## src/rtl/shifter_pkg.sv

```systemverilog
// -----------------------------------------------------------------------------
// shifter_pkg
//   Shared definitions for the pipelined barrel shifter: operation codes,
//   the mode field width and the reserved-code decoder.
// -----------------------------------------------------------------------------
package shifter_pkg;

    localparam int MODE_W = 3;

    localparam logic [MODE_W-1:0] SH_SLL = 3'b000;  // logical left
    localparam logic [MODE_W-1:0] SH_SRL = 3'b001;  // logical right
    localparam logic [MODE_W-1:0] SH_SRA = 3'b010;  // arithmetic right
    localparam logic [MODE_W-1:0] SH_ROL = 3'b011;  // rotate left
    localparam logic [MODE_W-1:0] SH_ROR = 3'b100;  // rotate right

    // Codes above SH_ROR (3'b101..3'b111) are reserved: data passes through
    // untouched and the result is flagged with err.
    function automatic logic is_reserved(input logic [MODE_W-1:0] mode);
        return (mode > SH_ROR);
    endfunction

endpackage

```

## src/rtl/pipelined_shifter_stage.sv

```systemverilog
// -----------------------------------------------------------------------------
// shift_stage
//   One stage of the pipelined barrel shifter. Conditionally shifts or rotates
//   the incoming operand by 2**STAGE when shift-amount bit STAGE is set, then
//   registers the result together with valid, mode, err and the shift amount
//   so later stages can apply their own bit.
//
// Ports
//   clk, rst_n               clock, asynchronous active-low reset
//   in_valid / in_ready      upstream handshake (in_ready = !valid_q || out_ready)
//   in_data, in_mode,
//   in_err, in_shamt         operand payload from the previous stage
//   out_valid / out_ready    downstream handshake
//   out_data, out_mode,
//   out_err, out_shamt       registered payload
// -----------------------------------------------------------------------------
module shift_stage
    import shifter_pkg::*;
#(
    parameter int WIDTH   = 16,
    parameter int SHAMT_W = 4,
    parameter int STAGE   = 0
) (
    input  logic               clk,
    input  logic               rst_n,
    input  logic               in_valid,
    output logic               in_ready,
    input  logic [WIDTH-1:0]   in_data,
    input  logic [MODE_W-1:0]  in_mode,
    input  logic               in_err,
    input  logic [SHAMT_W-1:0] in_shamt,
    output logic               out_valid,
    input  logic               out_ready,
    output logic [WIDTH-1:0]   out_data,
    output logic [MODE_W-1:0]  out_mode,
    output logic               out_err,
    output logic [SHAMT_W-1:0] out_shamt
);

    localparam int SHIFT = 1 << STAGE;

    logic [WIDTH-1:0]   shifted;
    logic               load;

    logic               valid_d, valid_q;
    logic [WIDTH-1:0]   data_d,  data_q;
    logic [MODE_W-1:0]  mode_d,  mode_q;
    logic               err_d,   err_q;
    logic [SHAMT_W-1:0] shamt_d, shamt_q;

    // Shift/rotate by this stage's fixed distance. For SRA the MSB is still the
    // original sign bit after every earlier arithmetic stage, so replicating the
    // current MSB carries the operand's sign down the pipe. Reserved modes fall
    // into the default arm and pass through unchanged.
    always_comb begin
        // NOTE: default assignment first so every path writes 'shifted'; without
        // it the incomplete case would infer a latch.
        shifted = in_data;
        if (in_shamt[STAGE]) begin
            case (in_mode)
                SH_SLL:  shifted = in_data << SHIFT;
                SH_SRL:  shifted = in_data >> SHIFT;
                SH_SRA:  shifted = WIDTH'($signed(in_data) >>> SHIFT);
                SH_ROL:  shifted = (in_data << SHIFT) | (in_data >> (WIDTH - SHIFT));
                SH_ROR:  shifted = (in_data >> SHIFT) | (in_data << (WIDTH - SHIFT));
                default: shifted = in_data;
            endcase
        end
    end

    // Stage advances when it is empty or its content is leaving this cycle;
    // this is what lets bubbles collapse without a global stall.
    assign load     = !valid_q || out_ready;
    assign in_ready = load;

    always_comb begin
        valid_d = valid_q;
        data_d  = data_q;
        mode_d  = mode_q;
        err_d   = err_q;
        shamt_d = shamt_q;
        if (load) begin
            valid_d = in_valid;
            // Payload only moves with a real operand so a bubble leaves the
            // previous (already consumed) value in place.
            if (in_valid) begin
                data_d  = shifted;
                mode_d  = in_mode;
                err_d   = in_err;
                shamt_d = in_shamt;
            end
        end
    end

    always_ff @(posedge clk or negedge rst_n) begin
        if (!rst_n) begin
            valid_q <= 1'b0;
            data_q  <= '0;
            mode_q  <= '0;
            err_q   <= 1'b0;
            shamt_q <= '0;
        end else begin
            // NOTE: non-blocking assignments so every stage samples the values
            // its neighbour held before this edge.
            valid_q <= valid_d;
            data_q  <= data_d;
            mode_q  <= mode_d;
            err_q   <= err_d;
            shamt_q <= shamt_d;
        end
    end

    assign out_valid = valid_q;
    assign out_data  = data_q;
    assign out_mode  = mode_q;
    assign out_err   = err_q;
    assign out_shamt = shamt_q;

endmodule

```

## src/rtl/pipelined_shifter.sv

```systemverilog
// -----------------------------------------------------------------------------
// pipelined_shifter
//   Parametrised pipelined barrel shifter (SLL/SRL/SRA/ROL/ROR). One registered
//   stage per shift-amount bit; stage k shifts by 2**k. Valid/ready flow control
//   with per-stage advance, so bubbles collapse and backpressure stalls only the
//   stages that are full.
//
// Ports
//   clk, rst_n               clock, asynchronous active-low reset
//   in_valid / in_ready      operand handshake
//   in_data                  value to shift
//   in_shamt                 shift amount 0..WIDTH-1
//   in_mode                  operation code (see shifter_pkg)
//   out_valid / out_ready    result handshake
//   out_data                 shifted result
//   out_zero                 out_data == 0
//   out_err                  operand carried a reserved mode code
// -----------------------------------------------------------------------------
module pipelined_shifter
    import shifter_pkg::*;
#(
    parameter  int WIDTH   = 16,
    localparam int SHAMT_W = $clog2(WIDTH)
) (
    input  logic               clk,
    input  logic               rst_n,
    input  logic               in_valid,
    output logic               in_ready,
    input  logic [WIDTH-1:0]   in_data,
    input  logic [SHAMT_W-1:0] in_shamt,
    input  logic [MODE_W-1:0]  in_mode,
    output logic               out_valid,
    input  logic               out_ready,
    output logic [WIDTH-1:0]   out_data,
    output logic               out_zero,
    output logic               out_err
);

    // Chain index k is the input of stage k; index SHAMT_W is the last
    // stage's registered output.
    logic [SHAMT_W:0]                valid_c;
    logic [SHAMT_W:0]                ready_c;
    logic [SHAMT_W:0]                err_c;
    logic [SHAMT_W:0][WIDTH-1:0]     data_c;
    logic [SHAMT_W:0][MODE_W-1:0]    mode_c;
    logic [SHAMT_W:0][SHAMT_W-1:0]   shamt_c;

    assign valid_c[0] = in_valid;
    assign data_c[0]  = in_data;
    assign mode_c[0]  = in_mode;
    assign err_c[0]   = is_reserved(in_mode);
    assign shamt_c[0] = in_shamt;
    assign in_ready   = ready_c[0];

    assign ready_c[SHAMT_W] = out_ready;

    for (genvar k = 0; k < SHAMT_W; k++) begin : g_stage
        shift_stage #(
            .WIDTH   (WIDTH),
            .SHAMT_W (SHAMT_W),
            .STAGE   (k)
        ) u_stage (
            .clk       (clk),
            .rst_n     (rst_n),
            .in_valid  (valid_c[k]),
            .in_ready  (ready_c[k]),
            .in_data   (data_c[k]),
            .in_mode   (mode_c[k]),
            .in_err    (err_c[k]),
            .in_shamt  (shamt_c[k]),
            .out_valid (valid_c[k+1]),
            .out_ready (ready_c[k+1]),
            .out_data  (data_c[k+1]),
            .out_mode  (mode_c[k+1]),
            .out_err   (err_c[k+1]),
            .out_shamt (shamt_c[k+1])
        );
    end

    assign out_valid = valid_c[SHAMT_W];
    assign out_data  = data_c[SHAMT_W];
    assign out_err   = err_c[SHAMT_W];
    assign out_zero  = ~|data_c[SHAMT_W];

    // The last stage's mode and shift amount have no consumer.
    logic unused_tail;
    assign unused_tail = ^{mode_c[SHAMT_W], shamt_c[SHAMT_W]};

endmodule

```

## config.mk

```make
export PLATFORM = sky130hd
export DESIGN_NAME = pipelined_shifter
export DESIGN_NICKNAME = d
export VERILOG_FILES = /design/src/rtl/shifter_pkg.sv /design/src/rtl/pipelined_shifter_stage.sv /design/src/rtl/pipelined_shifter.sv
export SDC_FILE = /design/constraint.sdc
export NUM_CORES = 1
export LEC_CHECK = 0
export BUFFER_PORTS_ARGS = -buffer_cell sky130_fd_sc_hd__buf_2
export CAP_MARGIN = 30
export CORE_MARGIN = 5
export CORE_UTILIZATION = 48
export DETAILED_ROUTE_END_ITERATION = 8
export PLACE_DENSITY = 0.66
export SYNTH_ARGS = -nofsm -noshare
export SYNTH_HDL_FRONTEND = slang
export SYNTH_HIERARCHICAL = 1
export SYNTH_SLANG_ARGS = --single-unit
```

## constraint.sdc

```tcl
create_clock -name clk -period 2.3 [get_ports clk]
set_input_delay 0.23 -clock clk [delete_from_list [all_inputs] [get_ports clk]]
set_output_delay 0.23 -clock clk [all_outputs]
set_load 0.01 [all_outputs]
```

# Yosys cells after proc, flatten, opt, wreduce, memory -nomap -nowiden
# Index checks and enable logic that the tools add are counted.
# word_totals
input_bits,27
register_bits,93
elab_cells,69
out_inout_bits,20
# classes
muxes,8
bitwise_logic,7
reduce_logical,19
order_cmp,1
eq_ne,16
# op_table
cell,count
$pmux 16 s5,3
$mux 16,4
$pmux 16 s4,1
$eq 3x2->1 const B,8
$or 12x16->16,1
$or 14x16->16,1
$or 15x16->16,1
$or 16x1->16,1
$or 16x2->16,1
$or 16x4->16,1
$or 16x8->16,1
$reduce_or 16->1,1
$eq 3x1->1 const B,4
$eq 3x3->1 const B,4
$logic_not 3->1,4
$reduce_and 2->1,4
$logic_not 1->1,5
$logic_or 1x1->1,4
$gt 3x3->1 const B,1
$reduce_or 2->1,1

# Depth between registers and ports, before layout
# depth
ltp_word,6
mapped_depth,10
ltp_nobuf,7

# Modules after synthesis
# Netlist, hierarchy kept.
# modules_own_cells
module,n_inst,seq_area_each_um2,cells_each,area_each_um2
shift_stage (g_stage[0].u_stage),1,625.6,187,1905.6
shift_stage (g_stage[1].u_stage),1,625.6,201,1794.2
shift_stage (g_stage[2].u_stage),1,625.6,162,1590.3
shift_stage (g_stage[3].u_stage),1,625.6,119,1361.3
pipelined_shifter,1,0.0,6,41.3

# Worst setup path before layout
# No wires, ideal clock.
# synth_path
path_type,reg-to-reg
start,reg g_stage[3].u_stage.valid_q
end,reg g_stage[0].u_stage.mode_q[1]
setup_time_ns,0.128
setup_slack_ns,0.120
path_stages_with_launch,10
period_less_slack_ns,2.180
arrival_ns,2.053
path_buffers,3
cell_sequence,dfrtp_1 -> nand2b_1 -> nand2b_1 -> clkbuf_1 -> clkbuf_1 -> nand2b_2 -> nand2b_1 -> nand2_1 -> buf_2 -> mux2_1
# synth_between
elab_chain_cells,6
# synth_lines
item,line,text
from (decl),pipelined_shifter_stage.sv:45,"logic valid_d, valid_q;"
from (signal assigned),pipelined_shifter_stage.sv:105,valid_q <= valid_d;
$logic_not 1->1,pipelined_shifter_stage.sv:73,assign load = !valid_q || out_ready;
$logic_or 1x1->1,pipelined_shifter_stage.sv:73,
via ready_c[3],pipelined_shifter.sv:42,logic [SHAMT_W:0] ready_c;
$logic_or 1x1->1,pipelined_shifter_stage.sv:73,
via ready_c[2],pipelined_shifter.sv:42,
$logic_or 1x1->1,pipelined_shifter_stage.sv:73,
via ready_c[1],pipelined_shifter.sv:42,
$logic_or 1x1->1,pipelined_shifter_stage.sv:73,
via in_ready,pipelined_shifter.sv:28,"output logic in_ready,"
$reduce_and 2->1 (no line),--,
to (signal assigned),pipelined_shifter_stage.sv:107,mode_q <= mode_d;
to (decl),pipelined_shifter_stage.sv:47,"logic [MODE_W-1:0] mode_d, mode_q;"
# The timed path passes the listed nets, and every way through them passes these cells.
# A chain may end at the register's enable or synchronous reset.

# Worst setup path in the final report
# layout_path
start,reg g_stage[1].u_stage.mode_q[1]
end,reg g_stage[2].u_stage.data_q[4]
# layout_between
elab_chain_cells,3
word_cells_on_any_way,7
cone_classes,4 x eq/ne; 2 x mux; 1 x reduce/logical
# layout_lines
item,line,text
from (decl),pipelined_shifter_stage.sv:47,
from (signal assigned),pipelined_shifter_stage.sv:107,
$eq 3x3->1 (tied with other cells),pipelined_shifter_stage.sv:60,case (in_mode)
$pmux 16 s5 (*),pipelined_shifter_stage.sv:60,
$mux 16 (*),pipelined_shifter_stage.sv:59,if (in_shamt[STAGE]) begin
to (signal assigned),pipelined_shifter_stage.sv:106,data_q <= data_d;
to (decl),pipelined_shifter_stage.sv:46,"logic [WIDTH-1:0] data_d, data_q;"
# Every way passes the cells marked *; elsewhere a longest branch is shown, timed or not.

==> flow_summary.json <==
{
  "run_status": "finished clean",
  "internal-power_mw": 4.16,
  "hold_path_class": "in2reg",
  "synthesis.nets": 666,
  "place.port_buffers": 46,
  "cp.required_ns": 2.52,
  "final_min_period_over_clock_period_pct": 88.2,
  "number_of_nets_with_antenna_violations_after_detailed_routing": 0,
  "top_level_ports": 47,
  "initial_utilization_pct": 49.1,
  "numClockSinks": 87,
  "area_of_all_placed_cells_without_fillers_mm2": 0.00672,
  "power.sequential.fraction_pct": 40.9,
  "power.combinational.fraction_pct": 36.8,
  "regArea_mm2": 0.00218,
  "cp_max_fo": 13,
  "cts-buffers-inserted": 9,
  "multi_input_gate_area_mm2": 0.00361,
  "grt-ovfl-total": 0,
  "synth_area_per_cell_um2": 9.74,
  "clock_tree_from_tritoncts": "built",
  "floorplan.die.height_um": 124,
  "row_count": 41,
  "report.final.slew_viol_count": 0,
  "clock_tree.buffer_depth": 2,
  "grt_max_degree": 40,
  "gp_routability_congestion": 0.872,
  "routed_wl_mm": 14.2,
  "netSwitchingFraction_pct": 39.2,
  "grt_first_pass_wirelength_mm": 24.6,
  "setup_viol": 0,
  "final_cells": 833,
  "timing.critical_path.slowest_stage_cell": "sky130_fd_sc_hd__dfrtp_1",
  "antenna_violations_before_repair": 0,
  "track_usage_pct": 19.9,
  "setup-tns-final_ns": 0,
  "placed_cells": 816,
  "worst_setup_path_end_kind": "flip-flop",
  "vdd.ir_drop.worst_mv": 0.427,
  "switching_power_mw": 2.68,
  "ctsHtreeMaxLevel": 3,
  "worst_reg2reg_endpoint": "g_stage[2].u_stage/out_data[4]$_DFFE_PN0P_",
  "cp.arrival_ns": 2.25,
  "regToRegStartpoint": "g_stage[1].u_stage/out_mode[1]$_DFFE_PN0P_",
  "rsz0062_at_grt": "false",
  "final.fill_count": 1155,
  "clockPowerShare_pct": 22.4,
  "crit_start": "g_stage[1].u_stage/out_mode[1]$_DFFE_PN0P_",
  "r2r_cells": 4,
  "worst_setup_path_endpoint": "g_stage[2].u_stage/out_data[4]$_DFFE_PN0P_",
  "p_leak_nw": 2.87,
  "slew_headroom_pct": 37.6,
  "post-place-ws_ns": 0.316,
  "num_antenna_cells": 0,
  "setup.worst_path.start_class": "flip-flop",
  "core_mm2": 0.0127,
  "firstDrtPassIters": 5,
  "timing.final.hold_violations": 0,
  "maxCapViolCount": 0,
  "detail_route.wl_per_cell_um": 17.0,
  "vias": 4893,
  "area_growth_pct": 7.96,
  "first_global_vias": 4783,
  "drt_iter0_drc": 265,
  "final_core_utilization_pct": 53.0,
  "period_needed_ns": 2.03,
  "final_layout_size_suffix_gt1_share_pct": 23.0,
  "crit_chain": "xnor2_2 > mux2_2 > o221a_1 > a221o_1",
  "design.final.nets": 683,
  "remaining_drc_errors": 0,
  "syn_inst": 639,
  "fmaxAchievable_mhz": 493,
  "die_w_um": 124,
  "placedInstanceArea_mm2": 0.00640,
  "pwr_per_cell_area_mw_per_mm2": 1020,
  "half_perimeter_wire_length_after_detailed_placement_mm": 10.6,
  "worst_slack_ns": 0.272,
  "slowest_delay_ns": 0.53,
  "final.setup_skew_ns": 0.00750,
  "number_of_vias_per_cell": 5.87,
  "worst_skew_pair.late_latency_ns": 0.35,
  "floorplan.die_area_mm2": 0.0153,
  "synth-warning-count": 6,
  "regToRegSetupSlack_ns": 0.27,
  "cts_repair_resize_count": 0,
  "timing.setup.critical_path_class": "reg2reg",
  "path_clk_slew_ns": 0.07,
  "tightestPinTransition_ns": 0.935,
  "master_cell_of_the_clock_root_buffer": "sky130_fd_sc_hd__clkbuf_16",
  "synth_area_mm2": 0.00622
}
area by class of cell:
cell class	instances	area share, %
clock buffers	9	3.35
clock inverters	7	1.27
inverters	4	0.224
multi-input cells	489	53.7
flip-flops and latches	87	32.4
well taps	172	3.20
repair buffers	65	5.81
critical path, delay by kind of cell (launching register included):
family / cells / cell delay [ns]
AO/OA/AOI/OAI: 2 / 0.48
XOR/XNOR: 1 / 0.50
flip-flops: 1 / 0.53
multiplexers: 1 / 0.39
worst min-delay path by stage:
stage | from | end | depth (start not counted)
after floorplan | rst_n | g_stage[0].u_stage/out_data[0]$_DFFE_PN0P_ | 0
after global placement | rst_n | g_stage[3].u_stage/out_data[6]$_DFFE_PN0P_ | 1
after detailed placement | rst_n | g_stage[3].u_stage/out_data[6]$_DFFE_PN0P_ | 1
after CTS | in_valid | g_stage[0].u_stage/out_valid$_DFFE_PN0N_ | 2
after global routing | in_valid | g_stage[0].u_stage/out_valid$_DFFE_PN0N_ | 2
final | in_valid | g_stage[0].u_stage/out_valid$_DFFE_PN0N_ | 2
registers in the layout, indices dropped and copies added, names as in the netlist:
signal and flops:
g_stage.u_stage/out_data 64, g_stage.u_stage/out_mode 9, g_stage.u_stage/out_shamt 6, g_stage.u_stage/out_err 4, g_stage.u_stage/out_valid 4
metal layers:
metal	vias up	track usage, %	wire (um)
met4	0	7.34	316
li1	2404	-	-
met1	2360	25.3	6090
met3	21	2.72	494
met2	108	34.6	7290
met5	-	0	0
power by group through the flow:
stage | clock, mW | combinational, mW | sequential, mW
after CTS | 1.56 | 2.52 | 2.79
final | 1.53 | 2.52 | 2.80
after detailed placement | 0 | 2.51 | 2.82
after global routing | 1.61 | 2.80 | 2.89
after floorplan | 0 | 2.09 | 2.54
after global placement | 0 | 2.44 | 2.79
what timing repair did:
action,4_1_cts,5_1_grt
hold buffers,1,0
buffers inserted,0,0
hold endpoints to repair,37,0
per-stage QoR:
stage          hold slack [ns]  power [mW]
2_1_floorplan          -0.0656        4.63
3_3_place_gp             0.218        5.23
3_5_place_dp             0.226        5.33
4_1_cts                 0.0715        6.87
5_1_grt                 0.0896        7.30
6_report                0.0807        6.84
placed cells by master, fill, tap and decap left out, drive strengths merged, types with 4 or more instances in the layout:
master    n
nor2b     4
nor3      4
nor2     26
a31oi     5
o22ai     8
o22a      4
o211a     8
dfrtp    87
o221a     8
o21ai    59
nand2    95
nor4      4
a221o     8
clkbuf    9
a21boi   29
buf      64
o2bb2ai   8
mux2     24
nand3b    4
nand2b   32
o221ai    8
o31ai    17
a22oi    36
maj3      6
o21a      4
mux2i    57
inv       9
Note: power is estimated with default switching activity, not from simulation.
